### src/rtl/intensity.sv
// intensity: converts a 3x3 window of RGB pixels into a 3x3 grid of 8-bit luma values, 2-cycle latency.
// Optional macro INTENSITY_ROUND_EN selects round-half-up instead of truncation.
`default_nettype none

module intensity #(
    parameter int W_R = 77,
    parameter int W_G = 150,
    parameter int W_B = 29
) (
    input  logic         clk,
    input  logic         n_rst,
    input  logic [215:0] pixelData,
    output logic [71:0]  iGrid
);

    localparam logic [15:0] c_WR = 16'(W_R);
    localparam logic [15:0] c_WG = 16'(W_G);
    localparam logic [15:0] c_WB = 16'(W_B);

`ifdef INTENSITY_ROUND_EN
    localparam logic [16:0] c_RND = 17'd128;
`else
    localparam logic [16:0] c_RND = 17'd0;
`endif

    // The >>8 normalisation is only exact when the weights sum to 256.
    if (W_R + W_G + W_B != 256) begin : g_weight_check
        $error("intensity: W_R + W_G + W_B must equal 256");
    end

    for (genvar k = 0; k < 9; k++) begin : g_lane
        logic [7:0]  w_r;
        logic [7:0]  w_g;
        logic [7:0]  w_b;
        logic [15:0] w_sum;
        logic [16:0] w_rnd;
        logic [16:0] w_q;
        logic [15:0] r_sum;
        logic [7:0]  r_int;

        assign {w_r, w_g, w_b} = pixelData[215-24*k -: 24];
        assign w_sum = c_WR * {8'd0, w_r} + c_WG * {8'd0, w_g} + c_WB * {8'd0, w_b};

        always_ff @(posedge clk or negedge n_rst) begin
            if (!n_rst) begin
                r_sum <= 16'd0;
            end else begin
                r_sum <= w_sum;
            end
        end

        assign w_rnd = {1'b0, r_sum} + c_RND;
        assign w_q   = w_rnd >> 8;

        // Upper quotient bits cannot be set for valid weights; saturating keeps them accounted for.
        always_ff @(posedge clk or negedge n_rst) begin
            if (!n_rst) begin
                r_int <= 8'd0;
            end else begin
                r_int <= (|w_q[16:8]) ? 8'hFF : w_q[7:0];
            end
        end

        assign iGrid[71-8*k -: 8] = r_int;
    end

endmodule

`default_nettype wire

### config.mk
export PLATFORM = sky130hd
export DESIGN_NAME = intensity
export DESIGN_NICKNAME = d
export VERILOG_FILES = /design/src/rtl/intensity.sv
export SDC_FILE = /design/constraint.sdc
export NUM_CORES = 2
export LEC_CHECK = 0
export ABC_AREA = 0
export BUFFER_PORTS_ARGS = -buffer_cell sky130_fd_sc_hd__buf_2
export CAP_MARGIN = 20
export CORE_ASPECT_RATIO = 1.4
export CORE_MARGIN = 2
export CORE_UTILIZATION = 60
export DETAILED_ROUTE_END_ITERATION = 7
export HOLD_SLACK_MARGIN = 0.15
export PLACE_DENSITY = 0.76
export SLEW_MARGIN = 20
export SYNTH_ARGS = -nofsm -noshare
export SYNTH_HDL_FRONTEND = slang
export SYNTH_SLANG_ARGS = --single-unit
export TNS_END_PERCENT = 30
### constraint.sdc
create_clock -name clk -period 0.8 [get_ports clk]
set_input_delay 0.08 -clock clk [delete_from_list [all_inputs] [get_ports clk]]
set_output_delay 0.08 -clock clk [all_outputs]
set_load 0.05 [all_outputs]
Word-level counts from Yosys, hierarchy flattened:

Cells that the tools add are included.

* bits in registers: 216
* latch bits: 0
* memory bits (writable): 0
* ROM bits: 0
* input bits: 218
* output and inout port bits: 72
* logic and storage cells: 63
* memories: 0

* add/subtract/negate cells: 18
* $mul: 27
* div/mod/pow operators: 0
* $lt $le $gt $ge: 0
* equal/unequal tests: 0
* shifts and indexed selects: 0
* multiplexer cells: 0
* bitwise logic cells: 0
* reductions and logical operators: 0

Operators by type and width (number)
* multiplier 7 x 8 -> 15 bit, first input constant: 18
* adder 15 x 16 -> 16 bit: 9
* adder 16 x 13 -> 16 bit: 9
* multiplier 5 x 8 -> 13 bit, first input constant: 9

Longest topological paths before layout:

* depth in word-level cells: 3
* gate-level depth with buffers: 26
* mapped depth without buffers: 26

Least setup slack after synthesis:

No wires, ideal clock.

* kind: in2reg
* start point: input pixelData[179]
* end point: register g_lane[1].r_sum[15]
* library setup time: 0.123 ns
* arrival: 5.678 ns
* required time: 0.677 ns
* slack: -5.002 ns
* cell stages on the path: 23
* path buffers: 0
* cell sequence: ha_1 -> ha_1 -> ha_1 -> inv_1 -> fa_1 -> inv_1 -> ha_1 -> o21ai_0 -> nor2b_1 -> xnor2_1 -> fa_1 -> fa_1 -> inv_1 -> fa_1 -> fa_1 -> inv_1 -> ha_1 -> and3_1 -> a31o_1 -> a41o_1 -> or3_4 -> a31oi_4 -> xnor2_1

* cells in the longest elaborated chain, start to end: 3

Ends and longest elaborated chain
* start: declaration: line 12 `input logic [215:0] pixelData,`
* multiplier 7 x 8 -> 15 bit: line 42 `assign w_sum = c_WR * {8'd0, w_r} + c_WG * {8'd0, w_g} + c_WB * {8'd0, w_b};`
* adder 15 x 16 -> 16 bit: line 42
* adder 16 x 13 -> 16 bit: line 42
* via g_lane[1].w_sum[15]: line 35 `logic [15:0] w_sum;`
* end signal: assignment: line 48 `r_sum <= w_sum;`
* end: declaration: line 38 `logic [15:0] r_sum;`

The timed path passes the listed nets, and every way through them passes these cells.

Final worst setup path:

* start point: input pixelData[178]
* end point: register g_lane[1].r_sum[15]

Same word-level chain as after synthesis.

==> impl_results.md <==
* Status: finished, violations left
* Failing checks: negative setup slack
* Crit path kind: in -> reg
* Clock Sinks at 144
* Count of final setup violators at 144
* Multi-input logic area at 26,800 um^2
* Post-Syn Instances at 3,000
* Drt wl/cell at 18.9 um
* Tightest Pin Transition at 0.543 ns
* Final count of hold timing violations at 0
* H-tree levels at 4
* Max_slew headroom at 0.633
* Worst path max stage delay at 0.53 ns
* CP Launch Type: input pin
* Share of cells above drive strength 1 at 0.336
* Core Rows at 98
* Async SR Flop Fraction at 1.00
* Layout area overhead at 34.9%
* Hpwl dp at 66,200 um
* Initial DRT Pass Iterations at 5
* Die span in x at 196 um
* Top delay family on crit path: adder cells
* Commonest cells after routing, fill and taps aside: 798 x inv_1, 643 x ha_1, 573 x buf_4
* WP buf/inv at 3
* Crit path DAT at 5.78 ns
* Final TNS setup at -325.24 ns
* Clock transition at the registers of the reported paths at 0.07 ns
* Number of synthesized flops with an enable pin at 0
* Critical Path RT at 1.16 ns
* Max-cap violations at 0
* Post-Syn Nets at 4,469
* Storage element area at 3600 um^2
* Ys Warns at 0
* Via count at 25,112
* Final Skew at 0.0108 ns
* DRT iter0 DRCs at 670
* Largest net degree at the start of global routing at 39
* Total GRT Usage at 0.317
* Commonest non-fill, non-tap cell in the layout: inv_1
* Die area at 53,700 um^2
* Initial antenna violation count at 16
* Synth Flop Type: dfrtp_1
* CTS max path bufs at 2
* Vias per cell at 5.47
* First-pass GRT wire length at 135,000 um
* Gpl congestion at 0.909
* CP max stage cell: fa_2
* DRC Markers at 0
* Yosys reg bits at 144
* Crit-path max FO at 3
* Final nets at 5,384
* Final worst slack at -4.61 ns
* Root Buffer: clkbuf_16
* Period utilization at 6.77
* CORE AREA at 51,100 um^2
* Clk_lat worst skew at 0.45 ns
* Pins over their slew limit at 0
* Worst path most repeated cell: fa_1
* Post-Syn Area at 31,100 um^2
* Min Tclk post-route at 5.41 ns
* Port buffer count at 289
* Netlist cell types at 63
* Crit-path cells: buf_2 > ha_1 > ha_1 > fa_1 > ha_1 > nor2b_2 > o21ai_1 > nor2b_4 > xnor2_2 > fa_1 > fa_1 > inv_2 > fa_2 > fa_1 > inv_2 > ha_4 > a21oi_2 > nor2b_1 > a31o_1 > a41o_1 > or3_4 > a31oi_4 > xnor2_1
* Average size of a mapped cell at 10.4 um^2
* Post-route ant nets at 0
* Unrepaired setup endpoints after global routing: true
* Max Freq at 185 MHz
* Vias in the first global route at 28,983
* FILL cells at 2,791
* Seq/Total Area, Yosys at 0.116
* I/O pin cnt at 290
* Total Wirelength at 86,500 um
* Crit path capture type: flop
* TritonCTS clock tree: done
* DIE HEIGHT at 273 um
* Hold crit path type: in -> async
* TritonCTS buffer count at 17
* Global route overflow at 0
* Hold Buf Count CTS at 1
* Initial Utilization at 0.608
routing by layer:
layer  vias to the layer above  global-route usage  wire length [um]
met1                     12468               0.317             28900
met5                         -                   0                74
met4                        12               0.160              5830
li1                      11360                   -                 -
met3                       418              0.0558              4040
met2                       854               0.619             47700
cells by family after synthesis:
| logic type | share of synthesized area |
|---|---|
| AO/OA/AOI/OAI | 0.0705 |
| XOR/XNOR | 0.0437 |
| flip-flops | 0.116 |
| AND/OR/NAND/NOR | 0.0433 |
| buffers and inverters | 0.104 |
| adder cells (fa/ha/maj) | 0.623 |
per-stage QoR:
| step | worst slack (ns) | hold slack (ns) | util | instances | area [um^2] |
|---|---|---|---|---|---|
| 3_3_place_gp | -5.06 | -0.0688 | 0.752 | 4498 | 38500 |
| 6_report | -4.61 | 0.0670 | 0.820 | 4589 | 41900 |
| 5_1_grt | -4.74 | 0.0448 | 0.820 | 4586 | 41900 |
| 4_1_cts | -4.67 | 0.0276 | 0.804 | 4559 | 41100 |
| 3_5_place_dp | -5.18 | -0.0679 | 0.752 | 4498 | 38500 |
| 2_1_floorplan | -4.74 | -0.216 | - | 3000 | 31900 |
sequential cells by signal, summed over array words and instances (netlist names):
name and flops:
g_lane.r_int 72, g_lane.r_sum 72
final cells by class:
cell class | instances | area share
Antenna cell | 11 | 0.000656
Clock buffer | 20 | 0.0109
Tap cell | 650 | 0.0194
Timing Repair Buffer | 896 | 0.164
Sequential cell | 144 | 0.0859
Inverter | 860 | 0.0771
Multi-Input combinational cell | 1996 | 0.639
Clock inverter | 12 | 0.00289
worst paths after layout:
kind | from | end | slack (ns) | cells after the start
max in group asynchronous | n_rst | g_lane[6].r_sum[12]$_DFF_PN0_ | 0.26 | 3
worst min-delay path | n_rst | g_lane[8].r_sum[14]$_DFF_PN0_ | 0.07 | 2
worst min register to register | g_lane[4].r_sum[14]$_DFF_PN0_ | g_lane[4].r_int[6]$_DFF_PN0_ | 0.34 | 0
worst max-delay path | pixelData[178] | g_lane[1].r_sum[15]$_DFF_PN0_ | -4.61 | 23
worst max register to register | g_lane[4].r_sum[13]$_DFF_PN0_ | g_lane[4].r_int[5]$_DFF_PN0_ | 0.27 | 0
min in group clk | pixelData[63] | g_lane[6].r_sum[15]$_DFF_PN0_ | 0.24 | 6
what timing repair did:
item / CTS / global route
gates resized for setup: 403 / 139
pin swaps: 212 / 101
endpoints found under the setup margin: 144 / 144
endpoints found under the hold margin: 144 / 8
setup buffers: 29 / 22
Yosys cell counts (all sizes together) (22+ instances only):
cell type	instances	share of area
nor3	27	0.0043
nand2	42	0.0051
fa	495	0.32
dfrtp	144	0.12
nor2	78	0.0094
ha	756	0.30
a21o	34	0.0082
nor2b	22	0.0044
nand3	26	0.0042
inv	860	0.10
a21oi	105	0.017
o21ai	49	0.0080
xor2	52	0.015
xnor2	103	0.029
o21a	31	0.0075
Power is left out: the tool's default activity adds up to more than one toggle a clock period on the data nets, which glitch-free logic cannot reach.
